==> config.mk <==
export PLATFORM = sky130hd
export DESIGN_NAME = display_scheduler
export DESIGN_NICKNAME = d
export VERILOG_FILES = /design/src/rtl/display_scheduler.sv
export SDC_FILE = /design/constraint.sdc
export NUM_CORES = 1
export LEC_CHECK = 0
export ABC_AREA = 1
export CAP_MARGIN = 10
export CELL_PAD_IN_SITES_DETAIL_PLACEMENT = 0
export CELL_PAD_IN_SITES_GLOBAL_PLACEMENT = 1
export CORE_ASPECT_RATIO = 0.7
export CORE_UTILIZATION = 40
export DETAILED_ROUTE_END_ITERATION = 8
export PLACE_DENSITY_LB_ADDON = 0.1
export SLEW_MARGIN = 20
export SYNTH_ARGS = -nofsm -noshare
export SYNTH_HDL_FRONTEND = slang
export SYNTH_SLANG_ARGS = --single-unit
==> constraint.sdc <==
create_clock -name clock -period 1.64 [get_ports clock]
set_input_delay 0.41 -clock clock [delete_from_list [all_inputs] [get_ports clock]]
set_output_delay 0.41 -clock clock [all_outputs]
set_load 0.02 [all_outputs]
==> src/rtl/display_scheduler.sv <==
// Round-robin arbiter for a processor and a debug requester, feeding a 32-iteration
// double-dabble converter that drives eight registered BCD display digits.
// Optional leading-zero blanking is enabled by defining DISPLAY_BLANK_EN.
module display_scheduler (
    input  logic        clock,
    input  logic        reset,
    input  logic        cpu_valid,
    input  logic [31:0] cpu_data,
    output logic        cpu_ready,
    input  logic        dbg_valid,
    input  logic [31:0] dbg_data,
    output logic        dbg_ready,
    output logic        busy,
    output logic        done,
    output logic        source,
    output logic        overflow,
    output logic [3:0]  ones,
    output logic [3:0]  tens,
    output logic [3:0]  hundreds,
    output logic [3:0]  thousands,
    output logic [3:0]  millions,
    output logic [3:0]  billions,
    output logic [3:0]  trillions,
    output logic [3:0]  gazillions
);

    typedef enum logic [1:0] {
        IDLE  = 2'd0,
        SHIFT = 2'd1,
        DONE  = 2'd2
    } state_e;

    state_e      state_q;
    logic [31:0] op_q;
    logic [39:0] bcd_q;
    logic [4:0]  cnt_q;
    logic        pend_src_q;
    logic        prio_dbg_q;
    logic        source_q;
    logic        overflow_q;
    logic        done_q;
    logic [31:0] digits_q;

    logic        idle;
    logic [39:0] bcd_adj;
    logic [39:0] bcd_d;
    logic [31:0] op_d;
    logic [31:0] digits_d;
    logic        overflow_d;

    // prio_dbg_q=0 means the processor wins a tie; it flips to the other requester after each update.
    assign idle      = (state_q == IDLE);
    assign cpu_ready = idle & cpu_valid & (~dbg_valid | ~prio_dbg_q);
    assign dbg_ready = idle & dbg_valid & (~cpu_valid | prio_dbg_q);

    // One double-dabble step: correct every nibble >= 5, then shift the operand MSB in.
    always_comb begin
        // NOTE: every always_comb output gets a default first so no path leaves it unassigned (no latch).
        bcd_adj = bcd_q;
        for (int i = 0; i < 10; i++) begin
            if (bcd_q[4*i +: 4] >= 4'd5) begin
                bcd_adj[4*i +: 4] = bcd_q[4*i +: 4] + 4'd3;
            end
        end
        bcd_d = {bcd_adj[38:0], op_q[31]};
        op_d  = {op_q[30:0], 1'b0};
    end

    always_comb begin
        overflow_d = |bcd_q[39:32];
        digits_d   = overflow_d ? {8{4'h9}} : bcd_q[31:0];
`ifdef DISPLAY_BLANK_EN
        if (!overflow_d) begin
            logic leading;
            leading = 1'b1;
            for (int i = 7; i >= 1; i--) begin
                if (leading && digits_d[4*i +: 4] == 4'd0) begin
                    digits_d[4*i +: 4] = 4'hF;
                end else begin
                    leading = 1'b0;
                end
            end
        end
`endif
    end

    always_ff @(posedge clock or negedge reset) begin
        if (!reset) begin
            state_q    <= IDLE;
            op_q       <= '0;
            bcd_q      <= '0;
            cnt_q      <= '0;
            pend_src_q <= 1'b0;
            prio_dbg_q <= 1'b0;
            source_q   <= 1'b0;
            overflow_q <= 1'b0;
            done_q     <= 1'b0;
            digits_q   <= '0;
        end else begin
            // NOTE: state registers use non-blocking assignments so every flop sees pre-edge values.
            done_q <= 1'b0;
            case (state_q)
                IDLE: begin
                    if (cpu_ready || dbg_ready) begin
                        op_q       <= dbg_ready ? dbg_data : cpu_data;
                        bcd_q      <= '0;
                        cnt_q      <= '0;
                        pend_src_q <= dbg_ready;
                        state_q    <= SHIFT;
                    end
                end
                SHIFT: begin
                    bcd_q <= bcd_d;
                    op_q  <= op_d;
                    cnt_q <= cnt_q + 5'd1;
                    if (cnt_q == 5'd31) begin
                        state_q <= DONE;
                    end
                end
                DONE: begin
                    digits_q   <= digits_d;
                    overflow_q <= overflow_d;
                    source_q   <= pend_src_q;
                    prio_dbg_q <= ~pend_src_q;
                    done_q     <= 1'b1;
                    state_q    <= IDLE;
                end
                default: begin
                    state_q <= IDLE;
                end
            endcase
        end
    end

    assign busy     = ~idle;
    assign done     = done_q;
    assign source   = source_q;
    assign overflow = overflow_q;
    assign {gazillions, trillions, billions, millions,
            thousands, hundreds, tens, ones} = digits_q;

endmodule

==> metrics.yaml, run 1 <==
power_and_ir_drop:
  pwr_density_cell_mw_per_mm2: 1920
  power_leakage_uw: 0.00413
  peakVddDrop_v: 0.000811
  fin_total_pwr_uw: 16200
critical_path:
  cp_cell_sequence: "clkdlybuf4s50_1, nand2_1, nand3_2, inv_2, buf_6"
  worstPathArrival_ns: 1.34
  cp_slowest_cell: "clkdlybuf4s50_1"
  critPathMaxFanout: 3
  critPathKind: "input pin to primary output"
  cp.required_ns: 1.23
  worst_path_largest_cell_delay_ns: 0.56
  start_kind: "input pin"
  endpoint_kind: "primary output"
timing:
  whs_ns: 0.468
  rsz0062_at_grt: "yes"
  finalSetupTns_ns: -0.278
  setup_viol: 3
  max_freq_mhz: 572
  tightest_slew_ns: 0.428
  clock_skew_ns: 0.00941
  finalWorstSetupSlack_ns: -0.107
  relSlewSlack: 0.715
  hold_violations: 0
  drv_slew: 0
  min_period_ns: 1.75
  fin_crit_sh: 1.07
yosys:
  syn-num-nets: 892
  synth.avg_cell_area_um2: 7.97
  synth-seq-area-share: 0.456
  yosysMostFrequentCell: "nand2_1"
  synth_cells: 800
  async_flop_share: 1.00
  synth_edf_count: 0
  synthTopCellsByCount: "250 x nand2_1, 116 x dfrtp_1, 77 x nand3_1"
  synth_seq_cells: 116
  synth_area_leaders: "dfrtp_1 46%, nand2_1 15%, nand3_1 6.0%"
  synthDistinctLibCells: 31
  ys_warn_count: 0
  synth_top_flop_cell: "dfrtp_1"
  mappedNetlistArea_mm2: 0.00637
  synth_top_area_frac: 0.456
  yosys.area.top_type: "dfrtp_1"
drt:
  wl_mm: 16.4
  drtPass1Iterations: 5
  ant_nets: 0
  num_vias: 5643
  drc: 0
  initialDrtViolationCount: 339
  avgRoutedWirePerCell_um: 14.4
  vias_per_cell: 4.95
grt:
  antenna_found_initial: 0
  grt_max_degree: 46
  grt_pass1_vias: 5524
  grt-ovfl-total: 0
  track_usage: 0.210
  grt_pass1_wl_mm: 27.2
cells_and_area:
  antenna-diode-count: 0
  final_area_mm2: 0.00844
  final_cells: 1141
  nFillCells: 1457
  multi_input_area_mm2: 0.00299
  regArea_mm2: 0.00290
  layout-drive-gt1-share: 0.132
  final_nets: 1020
  syn2layout_area_growth_pct: 32.5
placement:
  dp_cells: 1105
  port_buffers: 105
  hpwl_mm: 11.6
  gp_congestion: 0.844
  placed_area_mm2: 0.00786
clocking:
  numClockSinks: 116
  clkLatencyLatePin_ns: 0.41
  root_buffer: "clkbuf_16"
  path_clk_slew_ns: 0.06
  cts_tree: "done"
  htree_levels: 4
  numCtsBuffers: 17
  clockBufferDepth: 2
floorplanning:
  dieArea_mm2: 0.0164
  ios: 106
  die_h_um: 108
  rows: 38
  start_util: 0.410
  core_mm2: 0.0155
  die_w_um: 153
hold_path:
  min_path_type: "input pin to async pin"
job:
  drv_cap: 0
status:
  status: "finished, violations left"
  violations: "negative setup slack"
## kinds of logic (layout without fill, tap and decap cells)
logic type | Yosys count | after routing | synth area share
and+or+nand+nor | 441 | 441 | 0.310
DFF | 116 | 116 | 0.456
AOI/OAI and AO/OA | 106 | 106 | 0.0978
buffers and inverters | 103 | 244 | 0.0760
adders and majority gates | 24 | 24 | 0.0471
xor gates and xnor gates | 10 | 10 | 0.0137
## sequential cells by signal, summed over array words and instances (netlist names)
name        flops
bcd_q          40
digits_q       32
op_q           32
cnt_q           5
state_q         2
done            1
overflow        1
pend_src_q      1
prio_dbg_q      1
source          1
## cells in the final DEF, fill, tap and decap left out
master and count:
inv_4 2, o21ai_1 10, inv_6 3, buf_6 6
bufinv_16 1, clkdlybuf4s50_1 66, nand2_1 250, o21ai_0 67
dfrtp_1 116, clkinv_2 2, nor2_1 60, nand2_4 1
clkinv_4 3, clkbuf_8 1, xor2_1 10, dlygate4sd3_1 1
clkinvlp_4 5, or2_1 24, clkbuf_16 17, buf_12 12
nand3_2 18, nand2_2 4, or2_2 1, a21oi_1 2
o22ai_2 1, inv_2 6, dlygate4sd2_1 35, nand3_1 77
or2_0 2, inv_1 59, nor2_4 2, buf_4 25
o211ai_1 13, o211ai_2 1, o21ai_2 11, ha_1 24
a21oi_2 1, nor3_1 1, nand3_4 1
## stage by stage
| stage | setup WS, ns | utilization |
|---|---|---|
| after floorplan | 0.153 | - |
| after global placement | -0.557 | 0.505 |
| after detailed placement | -0.583 | 0.505 |
| after CTS | -0.124 | 0.541 |
| after global routing | -0.158 | 0.543 |
| final | -0.107 | 0.543 |
## critical path: cells and delay by family
kind | cells | cell delay [ns]
buffers and inverters | 3 | 0.72
AND/OR/NAND/NOR | 2 | 0.21
## where the power goes
| group | leakage (uW) | total [uW] | internal, uW | switching [uW] |
|---|---|---|---|---|
| clock | 0.000265 | 3560 | 2140 | 1430 |
| combinational | 0.00250 | 7720 | 3140 | 4580 |
| sequential | 0.00137 | 4960 | 4150 | 811 |
| total | 0.00413 | 16200 | 9430 | 6820 |
## final cells by class
| class | instances | share of cell area |
|---|---|---|
| clock inverter | 14 | 0.0154 |
| timing repair buffer | 145 | 0.174 |
| inverter | 67 | 0.0304 |
| multi-input combinational | 581 | 0.354 |
| clock buffer | 18 | 0.0520 |
| sequential | 116 | 0.344 |
| tap | 200 | 0.0296 |
## path summary, 6_finish.rpt
kind	startpoint	endpoint	slack (ns)	depth (start not counted)
worst max-delay path	dbg_valid	cpu_ready	-0.11	5
max in group asynchronous	reset	cnt_q[4]	0.62	3
min in group clock	op_q[13]	op_q[13]	0.47	2
worst min-delay path	reset	bcd_q[19]	0.47	2
worst max register to register	state_q[1]	bcd_q[33]	0.11	7
worst min register to register	op_q[13]	op_q[13]	0.47	2
## repair_timing
item	in CTS	in global routing
hold buffers	1	0
buffers inserted	2	2
pin swaps	1	1
setup endpoints to repair	40	47
hold endpoints to repair	21	0
resized for setup	58	4
## routing by layer
metal	share of wire	global-route usage
met1	0.50	0.290
met2	0.46	0.336
met3	0.035	0.0419
met4	0.0081	0.0563
met5	0	0
No activity file was read; power rests on OpenSTA's default activity.
==> run 2: changes to the inputs <==
==> constraint.sdc (replaced) <==
create_clock -name clock -period 1.7 [get_ports clock]
set_input_delay 0.425 -clock clock [delete_from_list [all_inputs] [get_ports clock]]
set_output_delay 0.425 -clock clock [all_outputs]
set_load 0.02 [all_outputs]
==> run 2 against run 1 <==
  * The flow still finishes with violations (negative setup slack)
  * Critical endpoint is now dbg_ready
  * Clock power grew 2%
  * Cell area grew 0.15%
  * Utilization grew 0.081 points
==> metrics.yaml, run 2 (synthesis gave the netlist of run 1 again) <==
timing:
  tightest_slew_ns: 0.428  # about the same
  drv_slew: 0  # unchanged
  fin_crit_sh: 1.05
  clock_skew_ns: 0.00814  # was 0.00941 ns
  hold_violations: 0  # unchanged
  min_period_ns: 1.79
  finalWorstSetupSlack_ns: -0.0875  # was -0.107 ns
  setup_viol: 3  # unchanged
  rsz0062_at_grt: "yes"  # unchanged
  whs_ns: 0.448  # was 0.468 ns
  max_freq_mhz: 559
  relSlewSlack: 0.715  # about the same
grt:
  grt_pass1_vias: 5624  # was 5524
  grt-ovfl-total: 0  # unchanged
  antenna_found_initial: 0  # unchanged
  grt_max_degree: 49  # was 46
  grt_pass1_wl_mm: 27.8  # was 27.2 mm
  track_usage: 0.214  # was 0.210
floorplanning:
  start_util: 0.410  # unchanged
  ios: 106  # unchanged
  die_h_um: 108  # unchanged
  dieArea_mm2: 0.0164  # unchanged
  rows: 38  # unchanged
  die_w_um: 153  # unchanged
  core_mm2: 0.0155  # unchanged
critical_path:
  cp_slowest_cell: "dfrtp_1"  # was clkdlybuf4s50_1
  cp_common_cell: "buf_6"
  rr_worst_depth: 7  # unchanged
  critPathKind: "register to primary output"  # was input pin to primary output
  worst_path_largest_cell_delay_ns: 0.41  # was 0.56 ns
  cp_cell_sequence: "nor2_4, buf_6, nand3_4, inv_2, buf_6"  # was clkdlybuf4s50_1, nand2_1, nand3_2, inv_2, buf_6
  r2r-start: "state_q[1]"  # unchanged
  crit_start: "state_q[1]"  # was dbg_valid
  worstPathArrival_ns: 1.36  # was 1.34 ns
  critPathMaxFanout: 3  # unchanged
  reg2reg_slack_ns: 0.14  # was 0.11 ns
  start_kind: "register"  # was input pin
  cp.required_ns: 1.27  # was 1.23 ns
  reg2reg_to: "bcd_q[34]"  # was bcd_q[33]
  endpoint_kind: "primary output"  # unchanged
clocking:
  clkLatencyLatePin_ns: 0.42  # was 0.41 ns
  htree_levels: 4  # unchanged
  cts_tree: "done"  # unchanged
  clockBufferDepth: 2  # unchanged
  numCtsBuffers: 17  # unchanged
  numClockSinks: 116  # unchanged
  root_buffer: "clkbuf_16"  # unchanged
  path_clk_slew_ns: 0.06  # about the same
placement:
  dp_cells: 1102  # was 1105
  gp_congestion: 0.861  # was 0.844
  hpwl_mm: 11.4  # was 11.6 mm
  port_buffers: 105  # unchanged
job:
  drv_cap: 0  # unchanged
power_and_ir_drop:
  peakVddDrop_v: 0.000807  # was 0.000811 V
  pwr_density_cell_mw_per_mm2: 1880  # was 1920 mW/mm2
  fin_total_pwr_uw: 15900  # was 16200 uW
  power_leakage_uw: 0.00416  # was 0.00413 uW
drt:
  drc: 0  # unchanged
  drtPass1Iterations: 4  # was 5
  wl_mm: 16.3  # was 16.4 mm
  avgRoutedWirePerCell_um: 14.3  # was 14.4 um
  initialDrtViolationCount: 355  # was 339
  num_vias: 5653  # was 5643
  vias_per_cell: 4.95  # about the same
  ant_nets: 0  # unchanged
cells_and_area:
  syn2layout_area_growth_pct: 32.7  # was 32.5%
  largest_register_ffs: 40  # unchanged
  mostFrequentLayoutCells: "250 x nand2_1, 116 x dfrtp_1, 77 x nand3_1"  # unchanged
  layout-drive-gt1-share: 0.130  # was 0.132
  final_cells: 1141  # unchanged
  antenna-diode-count: 0  # unchanged
  nFillCells: 1461  # was 1457
  final_nets: 1020  # unchanged
  top_regs: "bcd_q x40, digits_q x32, op_q x32"  # unchanged
  top_register: "bcd_q"  # unchanged
  layout_commonest_cell: "nand2_1"  # unchanged
hold_path:
  min_path_type: "input pin to async pin"  # unchanged
status:
  status: "finished, violations left"  # unchanged
  violations: "negative setup slack"  # unchanged
run 2: cell type report:
cell class | count | area (um2) | share of cell area
multi-input combinational | 581 | 3000 | 0.355
clock buffer | 19 | 433 | 0.0512
timing repair buffer | 145 | 1450 | 0.172
tap | 200 | 250 | 0.0296
clock inverter | 13 | 160 | 0.0189
inverter | 67 | 256 | 0.0303
sequential | 116 | 2900 | 0.343
run 2: how the worst max path moves through the flow:
stage	to	slack, ns	cells past startpoint
CTS	cpu_ready	-0.11	5
global route	cpu_ready	-0.14	5
finish	dbg_ready	-0.09	5
global placement	cpu_ready	-0.53	5
detailed placement	cpu_ready	-0.54	5
floorplan	digits_q[19]	0.21	8
run 2: report_power, final:
group          total [uW]  switching (uW)  internal, uW
Sequential           4810             804          4010
Clock                3640            1340          2300
Combinational        7430            4410          3030
Total               15900            6550          9340
run 2: critical path: cells and delay by family (launching register included):
family | cells | cell delay (ns)
buf+inv | 3 | 0.30
simple gates | 2 | 0.25
flops | 1 | 0.41
run 2: routing by layer:
layer	global-route usage	routed length [um]	up-vias
met5	0	0	-
met4	0.0714	162	0
met3	0.0407	574	16
met2	0.346	7340	112
met1	0.289	8190	2695
li1	-	-	2830
run 2: timing repair:
action | in CTS | in global routing
hold buffers | 1 | 0
endpoints found under the setup margin | 38 | 30
pin swaps | 1 | 2
resized for setup | 61 | 5
endpoints found under the hold margin | 21 | 0
buffers inserted | 4 | 3
run 2: through the flow:
step	setup slack (ns)	setup TNS [ns]	instance area (um2)	util
5_1_grt	-0.143	-0.344	8450	0.544
4_1_cts	-0.106	-0.314	8430	0.542
3_3_place_gp	-0.529	-16.30	7810	0.502
6_report	-0.0875	-0.183	8450	0.544
2_1_floorplan	0.213	0	6370	-
3_5_place_dp	-0.542	-16.99	7810	0.502
==> run 3: changes to the inputs <==
--- a/config.mk
+++ b/config.mk
@@ -13,6 +13,7 @@
 export CORE_UTILIZATION = 40
 export DETAILED_ROUTE_END_ITERATION = 8
 export PLACE_DENSITY_LB_ADDON = 0.1
+export RECOVER_POWER = 100
 export SLEW_MARGIN = 20
 export SYNTH_ARGS = -nofsm -noshare
 export SYNTH_HDL_FRONTEND = slang
==> constraint.sdc (replaced) <==
create_clock -name clock -period 1.8 [get_ports clock]
set_input_delay 0.45 -clock clock [delete_from_list [all_inputs] [get_ports clock]]
set_output_delay 0.45 -clock clock [all_outputs]
set_load 0.02 [all_outputs]
==> run 3 against run 2 <==
  * The flow still finishes with violations (negative setup slack)
  * Register-to-register slack lost 0.06 ns
  * Highest routed layer unchanged
  * Sequential share of layout area grew 0.84 points
  * Cell area shrank 2.4%
  * Clock skew grew 0.0017 ns
==> metrics.yaml, run 3 (synthesis gave the netlist of run 1 again) <==
critical_path:
  critPathKind: "register to primary output"  # unchanged
  start_kind: "register"  # unchanged
  reg2reg_to: "op_q[7]"  # was bcd_q[34]
  endpoint_kind: "primary output"  # unchanged
  rr_worst_depth: 7  # unchanged
  critPathMaxFanout: 3  # unchanged
  worstPathArrival_ns: 1.36  # about the same
  cp.required_ns: 1.35  # was 1.27 ns
  r2r-start: "state_q[0]"  # was state_q[1]
  reg2reg_slack_ns: 0.08  # was 0.14 ns
clocking:
  cts_tree: "done"  # unchanged
  numClockSinks: 116  # unchanged
  clkLatencyLatePin_ns: 0.41  # was 0.42 ns
  clockBufferDepth: 2  # unchanged
  numCtsBuffers: 17  # unchanged
  htree_levels: 4  # unchanged
  root_buffer: "clkbuf_16"  # unchanged
  path_clk_slew_ns: 0.05  # was 0.06 ns
timing:
  tightest_slew_ns: 0.747  # was 0.428 ns
  drv_slew: 0  # unchanged
  setup_viol: 2  # was 3
  fin_crit_sh: 1.01
  hold_violations: 0  # unchanged
  max_freq_mhz: 552
  finalWorstSetupSlack_ns: -0.0109  # was -0.0875 ns
  relSlewSlack: 0.502  # was 0.715
  clock_skew_ns: 0.00983  # was 0.00814 ns
  rsz0062_at_grt: "yes"  # unchanged
  min_period_ns: 1.81
drt:
  num_vias: 5583  # was 5653
  wl_mm: 16.2  # was 16.3 mm
  avgRoutedWirePerCell_um: 14.3  # about the same
  drtPass1Iterations: 5  # was 4
  ant_nets: 0  # unchanged
  drc: 0  # unchanged
  initialDrtViolationCount: 362  # was 355
  vias_per_cell: 4.92  # was 4.95
cells_and_area:
  final_nets: 1015  # was 1020
  layout-drive-gt1-share: 0.107  # was 0.130
  mostFrequentLayoutCells: "251 x nand2_1, 116 x dfrtp_1, 79 x nand3_1"  # was 250 x nand2_1, 116 x dfrtp_1, 77 x nand3_1
  nFillCells: 1500  # was 1461
  antenna-diode-count: 0  # unchanged
  layout_commonest_cell: "nand2_1"  # unchanged
  final_area_mm2: 0.00825  # was 0.00845 mm2
  fin_util: 0.531  # was 0.544
  top_regs: "bcd_q x40, digits_q x32, op_q x32"  # unchanged
  syn2layout_area_growth_pct: 29.5  # was 32.7%
  top_register: "bcd_q"  # unchanged
  largest_register_ffs: 40  # unchanged
grt:
  antenna_found_initial: 0  # unchanged
  grt_max_degree: 49  # unchanged
  track_usage: 0.209  # was 0.214
  grt-ovfl-total: 0  # unchanged
  grt_pass1_vias: 5343  # was 5624
  grt_pass1_wl_mm: 27.0  # was 27.8 mm
placement:
  placed_area_mm2: 0.00773  # was 0.00781 mm2
  hpwl_mm: 11.4  # about the same
  port_buffers: 105  # unchanged
  gp_congestion: 0.871  # was 0.861
status:
  violations: "negative setup slack"  # unchanged
  status: "finished, violations left"  # unchanged
floorplanning:
  dieArea_mm2: 0.0164  # unchanged
  die_w_um: 153  # unchanged
  rows: 38  # unchanged
  ios: 106  # unchanged
  start_util: 0.410  # unchanged
  core_mm2: 0.0155  # unchanged
  die_h_um: 108  # unchanged
power_and_ir_drop:
  power_frac_seq: 0.310  # was 0.303
  clock_power_share: 0.236  # was 0.229
  p_comb_frac: 0.454  # was 0.468
  power_leakage_uw: 0.00408  # was 0.00416 uW
  swShare: 0.410  # was 0.412
  peakVddDrop_v: 0.000767  # was 0.000807 V
  p_sw_uw: 6000  # was 6550 uW
  pwr_density_cell_mw_per_mm2: 1770  # was 1880 mW/mm2
  intPower_uw: 8630  # was 9340 uW
hold_path:
  min_path_type: "register to register"  # was input pin to async pin
  hold_depth: 2
  hold_end: "op_q[25]"
  hold_path_startpoint: "op_q[25]"
job:
  drv_cap: 0  # unchanged
-- run 3: cell count changes in the layout (fill, tap and decap cells not counted), sizes merged --
cell | before | now
buf | 43 | 32
clkbuf | 19 | 28
clkinv | 8 | 3
clkinvlp | 2 | 3
-- run 3: routing by layer --
layer | global-route usage | part of all wire | up-vias | wire (um)
met3 | 0.0366 | 0.028 | 20 | 460
li1 | - | - | 2806 | -
met4 | 0.0729 | 0.015 | 0 | 251
met1 | 0.297 | 0.51 | 2661 | 8340
met2 | 0.321 | 0.44 | 96 | 7160
met5 | 0 | 0 | - | 0
-- run 3: worst max path at each step --
| stage | cells past startpoint | to | slack (ns) | start |
|---|---|---|---|---|
| final | 5 | dbg_ready | -0.01 | state_q[1] |
| after global routing | 5 | dbg_ready | -0.05 | state_q[1] |
| after CTS | 5 | cpu_ready | -0.02 | state_q[0] |
| after detailed placement | 5 | cpu_ready | -0.48 | dbg_valid |
| after global placement | 5 | cpu_ready | -0.47 | dbg_valid |
| after floorplan | 8 | digits_q[19] | 0.31 | bcd_q[32] |
-- run 3: final cells by class --
cell class | instances | area [um2] | share of cell area
clock buffers | 22 | 474 | 0.0575
well taps | 200 | 250 | 0.0303
clock inverters | 9 | 128 | 0.0155
repair buffers | 140 | 1290 | 0.156
inverters | 67 | 254 | 0.0308
multi-input cells | 581 | 2950 | 0.358
flip-flops and latches | 116 | 2900 | 0.352
-- run 3: power by group through the flow --
stage | Combinational [uW] | Sequential [uW] | Clock, uW
global route | 7640 | 4690 | 3630
detailed placement | 6910 | 4570 | 0
global placement | 6710 | 4520 | 0
finish | 6650 | 4530 | 3450
CTS | 6910 | 4540 | 3500
floorplan | 4830 | 4620 | 0
-- run 3: timing repair --
item | CTS | global route
pin swaps | 1 | 1
gates resized for setup | 55 | 3
hold endpoints to repair | 26 | 0
hold buffers | 1 | 0
endpoints found under the setup margin | 38 | 4
setup buffers | 3 | 2
-- run 3: worst max-delay path, stage by stage (launching register included) --
cell     delay, ns
dfrtp_1       0.40
nor2_4        0.17
buf_6         0.14
nand3_4       0.07
inv_2         0.07
buf_6         0.11
-- run 3: per-stage QoR --
step / total power, uW / worst slack (ns) / std cells / setup TNS, ns / hold WS (ns)
3_5_place_dp: 11500 / -0.482 / 1098 / -11.51 / 0.412
2_1_floorplan: 9450 / 0.313 / 800 / 0 / 0.154
5_1_grt: 16000 / -0.0546 / 1135 / -0.557 / 0.498
4_1_cts: 14900 / -0.0244 / 1133 / -0.0363 / 0.475
3_3_place_gp: 11200 / -0.472 / 1098 / -10.13 / 0.411
6_report: 14600 / -0.0109 / 1135 / -0.0170 / 0.474
